### src/rtl/proc_link_tx.sv
// proc_link_tx: CPU-side transmitter of a processor-to-router link.
// A small FIFO takes flits from the CPU and tags each one with its destination
// address and direction flags. A two-state sender drives them out with a
// two-phase req/ack handshake. link_ack is asynchronous to clk, so it is
// synchronised before use.
// Optional feature: define PROC_LINK_TX_CNT_EN to add a 16-bit tx_count output.
// tx_count counts completed handshakes.
module proc_link_tx #(
    parameter int n     = 32,
    parameter int DEPTH = 4,
    parameter int SRCX  = 0,
    parameter int SRCY  = 0
) (
    input  logic         clk,
    input  logic         rst,
    input  logic         cpu_valid,
    output logic         cpu_ready,
    input  logic [1:0]   cpu_dst,
    input  logic [n-5:0] cpu_payload,
    output logic         link_req,
    input  logic         link_ack,
`ifdef PROC_LINK_TX_CNT_EN
    output logic [15:0]  tx_count,
`endif
    output logic [n-1:0] link_data
);

    localparam int          AW      = $clog2(DEPTH);
    localparam logic [AW:0] DEPTH_C = DEPTH[AW:0];
    localparam logic        SRCX_B  = SRCX[0];
    localparam logic        SRCY_B  = SRCY[0];

    typedef enum logic {IDLE, WAIT_ACK} state_t;

    logic [n-1:0]  mem_q [DEPTH];
    logic [AW-1:0] wr_ptr_q, rd_ptr_q;
    logic [AW:0]   count_q;
    logic          ack_s1_q, ack_s2_q, ack_s3_q;
    state_t        state_q, state_d;
    logic          req_q, req_d;
    logic [n-1:0]  data_q, data_d;
    logic          push, pop, ack_evt;
    logic          dx, dy;

    // A 1-bit "dst > src" comparison is true only for dst=1 with src=0.
    assign dx        = cpu_dst[1] & ~SRCX_B;
    assign dy        = cpu_dst[0] & ~SRCY_B;
    assign cpu_ready = (count_q < DEPTH_C);
    assign push      = cpu_valid & cpu_ready;
    assign ack_evt   = ack_s2_q ^ ack_s3_q;
    assign link_req  = req_q;
    assign link_data = data_q;

    // FIFO storage. Contents need no reset because count/pointers gate every read.
    always_ff @(posedge clk) begin
        if (push) begin
            mem_q[wr_ptr_q] <= {cpu_dst[1], cpu_dst[0], dx, dy, cpu_payload};
        end
    end

    // FIFO pointers and occupancy. Power-of-two depth lets the pointers wrap naturally.
    always_ff @(posedge clk) begin
        if (rst) begin
            wr_ptr_q <= '0;
            rd_ptr_q <= '0;
            count_q  <= '0;
        end else begin
            if (push) wr_ptr_q <= wr_ptr_q + 1'b1;
            if (pop)  rd_ptr_q <= rd_ptr_q + 1'b1;
            case ({push, pop})
                2'b10:   count_q <= count_q + 1'b1;
                2'b01:   count_q <= count_q - 1'b1;
                default: count_q <= count_q;
            endcase
        end
    end

    // Two-flop synchroniser on link_ack, plus a third flop used for edge detection.
    always_ff @(posedge clk) begin
        if (rst) begin
            ack_s1_q <= 1'b0;
            ack_s2_q <= 1'b0;
            ack_s3_q <= 1'b0;
        end else begin
            ack_s1_q <= link_ack;
            ack_s2_q <= ack_s1_q;
            ack_s3_q <= ack_s2_q;
        end
    end

    // Sender state, request phase and the held output flit.
    always_ff @(posedge clk) begin
        if (rst) begin
            state_q <= IDLE;
            req_q   <= 1'b0;
            data_q  <= '0;
        end else begin
            state_q <= state_d;
            req_q   <= req_d;
            data_q  <= data_d;
        end
    end

    // Sender next state. An ack event that arrives while IDLE has no effect.
    always_comb begin
        state_d = state_q;
        req_d   = req_q;
        data_d  = data_q;
        pop     = 1'b0;
        case (state_q)
            IDLE: begin
                if (count_q != '0) begin
                    pop     = 1'b1;
                    data_d  = mem_q[rd_ptr_q];
                    req_d   = ~req_q;
                    state_d = WAIT_ACK;
                end
            end
            WAIT_ACK: begin
                if (ack_evt) state_d = IDLE;
            end
            default: state_d = IDLE;
        endcase
    end

`ifdef PROC_LINK_TX_CNT_EN
    logic [15:0] cnt_q;

    // Completed-handshake counter. It wraps from 0xFFFF to 0.
    always_ff @(posedge clk) begin
        if (rst)                               cnt_q <= '0;
        else if (state_q == WAIT_ACK && ack_evt) cnt_q <= cnt_q + 16'd1;
    end

    assign tx_count = cnt_q;
`endif

endmodule

### config.mk
export PLATFORM = sky130hd
export DESIGN_NAME = proc_link_tx
export DESIGN_NICKNAME = d
export VERILOG_FILES = /design/src/rtl/proc_link_tx.sv
export SDC_FILE = /design/constraint.sdc
export NUM_CORES = 1
export LEC_CHECK = 0
export BUFFER_PORTS_ARGS = -buffer_cell sky130_fd_sc_hd__buf_2
export CAP_MARGIN = 10
export CORE_MARGIN = 8
export CORE_UTILIZATION = 43
export CTS_CLUSTER_SIZE = 28
export DETAILED_ROUTE_END_ITERATION = 10
export SLEW_MARGIN = 20
export SYNTH_ARGS = -nofsm -noshare
export SYNTH_HDL_FRONTEND = slang
export SYNTH_SLANG_ARGS = --single-unit
### constraint.sdc
create_clock -name clk -period 2.1 [get_ports clk]
set_input_delay 0 -clock clk [delete_from_list [all_inputs] [get_ports clk]]
set_output_delay 0 -clock clk [all_outputs]
set_load 0.01 [all_outputs]
---- After elaboration in Yosys (flattened, before gate mapping) ----
Memory sizes are Yosys's and may differ from the RTL's. A register that Yosys moved wholly into a read port is not among the register bits.
Index checks and enable logic that the tools add are counted.
cells by class
  add/subtract/negate cells ............... 4
  order comparisons ....................... 1
  eq/ne operators ......................... 2
  mux-type cells .......................... 7
  bitwise gates (word level) .............. 4
  reductions and logical operators ........ 3
operators with widths
  kind                                                 count
  case mux 3 bit (2 select lines)                      1
  two-way mux 1 bit                                    5
  adder 2 x 1 -> 2 bit, second input constant          2
  adder 3 x 1 -> 3 bit, second input constant          1
  less-than comparator 3 bit, second input constant    1
  nonzero test 3 bit                                   1
  subtractor 3 x 1 -> 3 bit, second input constant     1
  equality test 2 x 1 -> 1 bit, second input constant  1
  equality test 2 bit, second input constant           1
  inverter 1 bit                                       2
  case mux 1 bit (2 select lines)                      1
  AND reduction 2 bit                                  1
  nonzero test 2 bit                                   1
  bitwise AND 1 bit                                    1
  XOR 1 bit                                            1
word-level totals
  register bits after elaboration ......... 12
  memory bits (writable) .................. 128
  input bits .............................. 34
  output and inout bits ................... 34
  word-level logic and storage cells ...... 30
  memories kept ........................... 1
memories
  name   words  width  rd ports  clocked after Yosys merged registers in  write ports  RTL line  RTL
  mem_q  4      32     1         1                                        1            35        logic [n-1:0] mem_q [DEPTH];

---- Depth between registers and ports, before layout ----
Gate-level depths: netlist of run 1.
  depth after elaboration ................. 5
  gate-level depth with buffers ........... 9
  depth with buffers taken out ............ 9

---- Least setup slack after synthesis of run 1 ----
OpenSTA, ideal clock, no wires.
  path kind ............................... register to register
  start ................................... register count_q[2]
  end ..................................... register count_q[2]
  library setup time ...................... 71 ps
  arrival ................................. 1899 ps
  required time ........................... 2029 ps
  path slack .............................. 130 ps
  stages on the path, launching flop included .. 10
  buffers on the path ..................... 1
  clock period less this slack ............ 1970 ps
  cell sequence ........................... dfxtp_1 > and2b_1 > clkbuf_1 > inv_1 > ha_1 > inv_1 > fa_1 > xor2_1 > or3_1 > a21oi_1
between the ends
  longest elaborated chain between the ends .. 5
  elaborated cells on any way between the ends .. 11
  those cells by class .................... 2 x add/sub; 1 x order compare; 2 x eq/ne; 3 x mux; 1 x bitwise; 2 x reduce/logical
ends and longest elaborated chain
  what                                                                                RTL line  RTL
  start, declared                                                                     37        logic [AW:0] count_q;
  start signal, assigned                                                              71        2'b10: count_q <= count_q + 1'b1;
  start signal, assigned                                                              72        2'b01: count_q <= count_q - 1'b1;
  start signal, assigned                                                              73        default: count_q <= count_q;
  parallel branches: the longest is 5 deep, another holds less-than comparator 3 bit  -
Parallel ways; which one is timed is not known.
A chain may end at the register's enable or synchronous reset.

---- Worst setup path in the final report of run 1 ----
  start ................................... register count_q[2]
  end ..................................... register count_q[2]
between the ends
  longest elaborated chain between the ends .. 5
  elaborated cells on any way between the ends .. 11
  those cells by class .................... 2 x add/sub; 1 x order compare; 2 x eq/ne; 3 x mux; 1 x bitwise; 2 x reduce/logical
ends and longest elaborated chain
  what                                                                          RTL line  RTL
  nonzero test 3 bit (*)                                                        112       if (count_q != '0) begin
  two-way mux 1 bit (*)                                                         112
  two-way mux 1 bit (*)                                                         110       case (state_q)
  via pop                                                                       42        logic push, pop, ack_evt;
  equality test 2 x 1 -> 1 bit / equality test 2 bit (equally long branches)    70        case ({push, pop})
  case mux 3 bit (2 select lines) / nonzero test 2 bit (equally long branches)  -
Mark *: on every way through the listed nets, which the timed path passes. The rest lies on a longest branch.

==> run metrics, run 1 <==
Peak VDD IR 0.778 mV; global-route wire length before repair 17,600 um; DP Area 6490 sq um; Tot Pwr 9.53 mW; top cell type's share of synthesized area 61.1%; max_cap viols 0; status finished, final reports clean; CP required 2.44 ns; TNS Setup 0 ns; CP endpoint kind register; Port Buffers 67; Syn-to-layout area delta 25.3%; Die X 133 um; critical-path maximum fanout 6; Hold WS 0.110 ns; fin util 55.6%; Worst-Skew Late Latency 0.41 ns; critical path's slowest cell dfxtp_2; register area share after synthesis 75.4%; Net Count, Synth 333; fin. max-slew vios 0; GRT overflow 0; hold crit path type input pin to register; Leak 2.67 nW; postcts setup bufs 0; vias per inst 5.04; Worst-path clk slew 0.06 ns; largest net degree at the start of global routing 31; die height 133 um; async set-reset flop share out of synthesis 0%; Arrival @ worst endpoint 2.31 ns; dpl hpwl 6540 um; # IOs 68; Synth top cells by count edfxtp_1 (120), dfxtp_1 (42), a22o_1 (30); Final #Nets 446; # H-tree levels 4; Worst path max stage delay 0.37 ns; maximum root-to-sink buffer count 2; antenna violation net count after detailed routing 0; Fin. Hold Viols 0; Slew @ Worst Pin 0.512 ns; top-count cell post-synth edfxtp_1; GRT Util Overall 13.2%; cells after synthesis 293; synth warn 0; RSZ-0062 raised after global routing no; worst setup path class register to register; vias in the first global route 3,342; # diodes 0; crit start category register; fmax 0.506 GHz; CTS Buf Count 17; Post-synth EDFFs 120; synthesis-stage register bit count 162; Post-Syn Area 5900 sq um; Core Area 13,300 sq um; post-route clock period utilization 94.0%; CTS Root Buffer Type clkbuf_16; Yosys top cell by area edfxtp_1; P per Cell Area 1290 nW/um^2; final setup fails 0; DRC 0; largest cells by area after synthesis edfxtp_1 (61%), dfxtp_1 (14%), mux4_2 (10%); Die ar. 17,700 sq um; Yosys cell types 29; most used cell, CP inv_1; syn_area_per_cell 20.1 sq um; total wire length 10,900 um; design area 7390 sq um; Top FF cell, synth edfxtp_1; CTS tree built; worst slew margin relative to its limit 65.6%; clk sink count 162; drt wl/cell 18.4 um; Cell Rows 42; Layout Skew 0.00506 ns; total number of vias 2,998; initial antenna violation count 0; violation count after the first detailed-route iteration 184; cell-by-cell trace of the critical path or3_4 -> nand2_1 -> inv_1 -> ha_1 -> inv_1 -> fa_1 -> xor2_1 -> or3_1 -> a21oi_1; RePlAce Congestion 0.668; first drt pass iteration count 4; crit path time final 1.97 ns; share of layout cells above drive strength 1 34.6%; Initial Utilization 44.4%
[logic make-up after synthesis]
| group | count (synthesis) | synth area share, % |
|---|---|---|
| flops | 162 | 75.4 |
| simple gates | 22 | 2.06 |
| mux | 31 | 11.8 |
| xor+xnor | 4 | 0.594 |
| buf+inv | 27 | 3.06 |
| compound gates | 41 | 5.71 |
| fa+ha+maj | 6 | 1.40 |
[flip-flops by register name (all words and copies together) (netlist names)]
name / count
mem_q: 120
link_data: 30
count_q: 3
rd_ptr_q: 2
wr_ptr_q: 2
ack_s1_q: 1
ack_s2_q: 1
ack_s3_q: 1
link_req: 1
state_q: 1
[metrics by stage]
step	setup WS, ns	std cells
after floorplan	0.130	293
after global placement	0.175	530
after detailed placement	0.0812	530
after CTS	0.0673	595
after global routing	0.0113	595
final	0.125	595
[cells in the final DEF (no fill, tap or decap), drive strengths merged, types with 2 or more instances in the layout]
cell	n
a22o	30
buf	78
ha	5
nor2b	3
clkinvlp	2
xnor2	2
mux4	30
nand2	2
nor3	2
a21oi	6
edfxtp	120
inv	10
clkinv	8
and2	4
clkbuf	20
bufinv	2
dfxtp	42
xor2	2
o21ai	3
dlygate4sd3	33
or3	4
nor2	6
[worst paths after layout]
| path | startpoint | endpoint | slack [ns] | cells past startpoint |
|---|---|---|---|---|
| worst max-delay path | count_q[2]$_SDFFE_PP0P_ | count_q[2]$_SDFFE_PP0P_ | 0.13 | 9 |
| worst min register to register | ack_s1_q$_SDFF_PP0_ | ack_s2_q$_SDFF_PP0_ | 0.47 | 1 |
| worst min-delay path | cpu_valid | wr_ptr_q[0]$_SDFFE_PP0P_ | 0.11 | 5 |
| worst max register to register | count_q[2]$_SDFFE_PP0P_ | count_q[2]$_SDFFE_PP0P_ | 0.13 | 9 |
[power breakdown]
part	total [mW]	switching [mW]	internal, mW	leakage, nW
sequential	4.37	0.297	4.07	1.45
clock	2.91	1.15	1.76	0.272
combinational	2.25	1.15	1.10	0.956
[layer usage]
metal	up-vias	global-route usage [%]	share of wire (%)
met3	13	4.32	4.0
li1	1397	-	-
met1	1533	15.5	43
met5	-	0	0
met2	55	21.5	51
met4	0	6.61	1.9
[critical path: cells and delay by family (launching register included)]
kind / cells / cell delay, ns
adder cells (fa/ha/maj): 2 / 0.55
AND/OR/NAND/NOR: 3 / 0.54
flip-flops: 1 / 0.37
XOR/XNOR: 1 / 0.15
AO/OA/AOI/OAI: 1 / 0.15
buffers and inverters: 2 / 0.14
[final cells by class]
| type | instances | area (sq um) |
|---|---|---|
| Fill cell | 1048 | 5910 |
| Multi-Input combinational cell | 104 | 1280 |
| Sequential cell | 162 | 4450 |
| Clock buffer | 20 | 447 |
| Inverter | 10 | 37.5 |
| Clock inverter | 12 | 115 |
| Tap cell | 176 | 220 |
| Timing Repair Buffer | 111 | 836 |
[what timing repair did]
item / in CTS / in global routing
hold endpoints to repair: 131 / 0
hold buffers: 33 / 0
resized for setup: 0 / 3
setup endpoints to repair: 0 / 1
Note: power is estimated with default switching activity, not from simulation.
==> run 2, diff against run 1 <==
--- a/config.mk
+++ b/config.mk
@@ -5,12 +5,16 @@
 export SDC_FILE = /design/constraint.sdc
 export NUM_CORES = 1
 export LEC_CHECK = 0
+export ABC_CLOCK_PERIOD_IN_PS = 2100
 export BUFFER_PORTS_ARGS = -buffer_cell sky130_fd_sc_hd__buf_2
 export CAP_MARGIN = 10
+export CELL_PAD_IN_SITES_DETAIL_PLACEMENT = 0
+export CELL_PAD_IN_SITES_GLOBAL_PLACEMENT = 1
 export CORE_MARGIN = 8
 export CORE_UTILIZATION = 43
 export CTS_CLUSTER_SIZE = 28
 export DETAILED_ROUTE_END_ITERATION = 10
+export PLACE_DENSITY_LB_ADDON = 0.1
 export SLEW_MARGIN = 20
 export SYNTH_ARGS = -nofsm -noshare
 export SYNTH_HDL_FRONTEND = slang
==> run 2 against run 1 <==
Global-route usage is 0.11 points higher. Cell count rose by 0.50%. Sequential share of layout area fell by 0.26 points. Clock power increased by 3%. Core utilization grew 0.23 points. Flip-flop and latch count unchanged. Critical path depth is the same. Fmax grew 0.77%. Total power grew 1.2%. Die area did not move. Register-to-register slack gained 0.02 ns. Largest cell class unchanged.
==> run metrics, run 2 (synthesized netlist as in run 1, its figures left out) <==
maximum root-to-sink buffer count 2; Clk pwr share 31.1%; Cell Rows 42; RePlAce Congestion 0.687; Hold Path Origin cpu_valid; CP endpoint kind register; DP Area 6500 sq um; P per Cell Area 1300 nW/um^2; antenna violation net count after detailed routing 0; drt wl/cell 18.4 um; Final #Nets 449; Worst-path clk slew 0.06 ns; Multi-input gate area 1280 sq um; global-route wire length before repair 18,000 um; worst slew margin relative to its limit 26.0%; fin. max-slew vios 0; Hold Path End wr_ptr_q[0]$_SDFFE_PP0P_; GRT overflow 0; commonest non-fill, non-tap cell in the layout edfxtp_1; Final WS setup 0.141 ns; Hold WS 0.102 ns; # H-tree levels 4; crit path time final 1.96 ns; Place WS 0.0609 ns; switching part of the total power 28.0%; Slew @ Worst Pin 1.10 ns; GR Util met3 4.36%; Int Power 6.94 mW; clk sink count 162; Die ar. 17,700 sq um; design area 7420 sq um; sequential share of power 45.1%; Top reg by flops mem_q; FF+latch area 4450 sq um; final setup fails 0; Peak VDD IR 0.642 mV; initial antenna violation count 0; DRC 0; total wire length 11,000 um; Reg-to-Reg End count_q[2]$_SDFFE_PP0P_; status finished, final reports clean; largest net degree at the start of global routing 35; Comb pwr share 23.8%; Worst-Skew Late Latency 0.42 ns; Die X 133 um; CTS Buf Count 17; CTS Root Buffer Type clkbuf_16; share of layout cells above drive strength 1 36.3%; most frequent cells in the layout edfxtp_1 (120), buf_2 (67), dfxtp_1 (38); Switch Pwr 2.70 mW; # diodes 0; Arrival @ worst endpoint 2.31 ns; Fin. Hold Viols 0; Syn-to-layout area delta 25.8%; first drt pass iteration count 4; TNS Setup 0 ns; Initial Utilization 44.4%; critical-path maximum fanout 6; fmax 0.510 GHz; vias per inst 5.08; CP required 2.45 ns; die height 133 um; Leak 2.69 nW; Layout Skew 0.00616 ns; violation count after the first detailed-route iteration 113; total number of vias 3,035; Core Area 13,300 sq um; GR Util met1 15.6%; crit start category register; max reg flops 120; post-route clock period utilization 93.3%; busiest grt layer met2; hold path cells 5; Reg2Reg Setup Slack 0.14 ns; met2 usage 22.0%; vias in the first global route 3,342; max_cap viols 0; worst reg2reg path depth 9; GRT Util Overall 13.3%; postcts setup bufs 0; dpl hpwl 6780 um; reg2reg start count_q[2]$_SDFFE_PP0P_; CTS tree built; hold crit path type input pin to register; FILL cells 1,055; # IOs 68; Port Buffers 67; worst setup path class register to register
-- run 2: cell types whose count changed in the layout (fill, tap and decap cells not counted), moves of 2 or more --
cell,change
clkinv_1,-3
inv_6,+4
clkinvlp_4,+2
buf_4,+4
clkbuf_1,-2
-- run 2: per-layer routing --
layer,vias up,routed length [um]
li1,1406,-
met1,1549,4720
met2,61,5590
met3,19,494
met4,0,196
met5,-,0
-- run 2: how the worst max path moves through the flow --
stage	cells past startpoint	to	startpoint	slack [ns]
2_1_floorplan	9	count_q[2]$_SDFFE_PP0P_	count_q[2]$_SDFFE_PP0P_	0.13
3_3_place_gp	9	count_q[2]$_SDFFE_PP0P_	count_q[2]$_SDFFE_PP0P_	0.15
3_5_place_dp	9	count_q[2]$_SDFFE_PP0P_	count_q[2]$_SDFFE_PP0P_	0.06
4_1_cts	9	count_q[2]$_SDFFE_PP0P_	count_q[2]$_SDFFE_PP0P_	0.05
5_1_grt	9	count_q[2]$_SDFFE_PP0P_	count_q[2]$_SDFFE_PP0P_	-0.001
6_report	9	count_q[2]$_SDFFE_PP0P_	count_q[2]$_SDFFE_PP0P_	0.14
-- run 2: repair_timing --
item,in CTS,in global routing
hold buffers,33,0
resized for setup,0,3
endpoints found under the setup margin,0,1
hold endpoints to repair,129,0
-- run 2: power groups by stage --
stage / clock network (mW) / logic [mW] / registers, mW
2_1_floorplan: 0 / 1.44 / 4.47
3_3_place_gp: 0 / 2.29 / 4.40
3_5_place_dp: 0 / 2.31 / 4.42
4_1_cts: 3.08 / 2.36 / 4.36
5_1_grt: 3.20 / 2.54 / 4.43
6_report: 3.00 / 2.29 / 4.35
-- run 2: final cells by class --
cell class	count	share of cell area, %
clock buffer	17	5.73
clock inverter	15	2.13
inverter	10	0.506
multi-input combinational	104	17.3
sequential	162	60.0
tap	176	2.97
timing repair buffer	114	11.4
-- run 2: worst max-delay path, stage by stage (launching register included) --
cell,delay [ns]
dfxtp_2,0.36
or3_4,0.16
nand2_1,0.07
inv_1,0.08
ha_1,0.19
inv_1,0.06
fa_1,0.37
xor2_1,0.16
or3_1,0.31
a21oi_1,0.13
-- run 2: metrics by stage --
stage                     power, mW  util (%)  std cells
after floorplan                5.91         -        293
after global routing           10.2      55.8        598
after global placement         6.69      48.9        533
after detailed placement       6.73      48.9        533
after CTS                      9.80      55.8        598
final                          9.65      55.8        598
==> run 3, diff against run 2 <==
--- a/config.mk
+++ b/config.mk
@@ -12,6 +12,7 @@
 export CELL_PAD_IN_SITES_GLOBAL_PLACEMENT = 1
 export CORE_MARGIN = 8
 export CORE_UTILIZATION = 43
+export CTS_BUF_LIST = sky130_fd_sc_hd__clkbuf_4 sky130_fd_sc_hd__clkbuf_8
 export CTS_CLUSTER_SIZE = 28
 export DETAILED_ROUTE_END_ITERATION = 10
 export PLACE_DENSITY_LB_ADDON = 0.1
==> run 3 against run 2 <==
Sequential share of layout area grew 1.6 points. Fmax shrank 0.97%. Wire length shrank 0.55%. Worst hold slack lost 0.036 ns. Design area shrank 2.5%. Clock power shrank 26%. Combinational power is essentially flat. Total power shrank 8.3%. Non-clock buffer count is the same. Global-route usage is essentially flat. First-iteration DRC count grew 33%.
==> run metrics, run 3 (synthesized netlist as in run 1, its figures left out) <==
DRC 0; worst reg2reg path depth 9; commonest non-fill, non-tap cell in the layout edfxtp_1; Worst Setup EP count_q[2]$_SDFFE_PP0P_; P per Cell Area 1220 nW/um^2; hold crit path type input pin to register; max reg flops 120; Slew @ Worst Pin 1.07 ns; CTS Buf Count 17; Layout Skew 0.0120 ns; Worst-Skew Late Latency 0.45 ns; CTS Root Buffer Type clkbuf_8; Leak 2.60 nW; status finished, final reports clean; total number of vias 3,020; Die ar. 17,700 sq um; Die X 133 um; CP startpoint count_q[2]$_SDFFE_PP0P_; die height 133 um; Syn-to-layout area delta 22.6%; reg2reg start count_q[2]$_SDFFE_PP0P_; # diodes 0; # H-tree levels 4; Core Area 13,300 sq um; Arrival @ worst endpoint 2.36 ns; Worst path top cell family by delay adder cells; dpl cells 533; Worst-path clk slew 0.08 ns; Non-Filler Instances 598; global-route wire length before repair 17,900 um; Fin. Hold Viols 0; violation count after the first detailed-route iteration 150; maximum root-to-sink buffer count 2; Critical Path Stages 9; max_cap viols 0; worst slew margin relative to its limit 28.0%; Final #Nets 449; antenna violation net count after detailed routing 0; DP Area 6500 sq um; Peak VDD IR 0.604 mV; Worst path max stage delay 0.37 ns; fin. max-slew vios 0; Cell Rows 42; design area 7230 sq um; critical-path maximum fanout 6; Reg-to-Reg End count_q[2]$_SDFFE_PP0P_; critical path's slowest cell dfxtp_2; first drt pass iteration count 5; CTS tree built; CP endpoint kind register; drt wl/cell 18.3 um; RSZ-0062 raised after global routing no; initial antenna violation count 0; GRT overflow 0; share of layout cells above drive strength 1 36.5%; final setup fails 0; vias per inst 5.05; Initial Utilization 44.4%; vias in the first global route 3,323; Port Buffers 67; clk sink count 162; WP buf/inv 2; crit start category register; CP required 2.48 ns; largest net degree at the start of global routing 35; cell-by-cell trace of the critical path or3_4 -> nand2_1 -> inv_1 -> ha_2 -> inv_1 -> fa_1 -> xor2_1 -> or3_1 -> a21oi_1; most frequent cells in the layout edfxtp_1 (120), buf_2 (67), dfxtp_1 (38); worst setup path class register to register; post-route clock period utilization 94.2%; most used cell, CP inv_1; postcts setup bufs 0; fmax 0.505 GHz; total wire length 10,900 um; FILL cells 1,085; TNS Setup 0 ns; RePlAce Congestion 0.687; Reg2Reg Setup Slack 0.12 ns; # IOs 68; GRT Util Overall 13.4%; crit path time final 1.98 ns; Hold WS 0.0663 ns; dpl hpwl 6780 um; Top reg by flops mem_q
-- run 3: per-layer routing --
layer | part of all wire [%] | up-vias | track usage (%) | routed length [um]
met4 | 1.3 | 0 | 5.49 | 142
met2 | 52 | 67 | 21.8 | 5650
met5 | 0 | - | 0 | 0
met1 | 42 | 1537 | 15.7 | 4610
met3 | 4.9 | 14 | 4.92 | 540
li1 | - | 1402 | - | -
-- run 3: final cells by class --
| cell class | count | area (sq um) | area share [%] |
|---|---|---|---|
| Clock buffer | 17 | 234 | 3.24 |
| Multi-Input combinational cell | 104 | 1280 | 17.8 |
| Tap cell | 176 | 220 | 3.05 |
| Sequential cell | 162 | 4450 | 61.5 |
| Inverter | 10 | 37.5 | 0.519 |
| Clock inverter | 15 | 158 | 2.18 |
| Timing Repair Buffer | 114 | 846 | 11.7 |
-- run 3: how the worst min path moves through the flow --
stage | startpoint | to | depth (start not counted)
after floorplan | rst | ack_s3_q$_SDFF_PP0_ | 1
after global placement | cpu_payload[12] | mem_q[1][12]$_DFFE_PP_ | 1
after detailed placement | cpu_payload[10] | mem_q[3][10]$_DFFE_PP_ | 1
after CTS | cpu_valid | wr_ptr_q[0]$_SDFFE_PP0P_ | 5
after global routing | cpu_valid | wr_ptr_q[0]$_SDFFE_PP0P_ | 5
final | cpu_valid | wr_ptr_q[0]$_SDFFE_PP0P_ | 5
-- run 3: tightest hold or removal path: cells and delay by family --
kind	cells	cell delay (ns)
xor gates and xnor gates	1	0.06
buffers and inverters	2	0.22
and+or+nand+nor	2	0.20
-- run 3: where the power goes --
part	internal (mW)	switching [mW]	total [mW]
combinational	1.12	1.17	2.29
clock	1.06	1.14	2.21
sequential	4.06	0.286	4.35
total	6.25	2.60	8.85
-- run 3: what timing repair did --
action | 4_1_cts | 5_1_grt
gates resized for setup | 0 | 4
setup endpoints to repair | 0 | 1
endpoints found under the hold margin | 131 | 0
hold buffers | 33 | 0
-- run 3: metrics by stage --
stage | power, mW | utilization [%] | setup WS, ns
after floorplan | 5.91 | - | 0.130
after global placement | 6.69 | 48.9 | 0.149
after detailed placement | 6.73 | 48.9 | 0.0609
after CTS | 9.00 | 54.3 | 0.0413
after global routing | 9.38 | 54.4 | 0.0124
final | 8.85 | 54.4 | 0.121
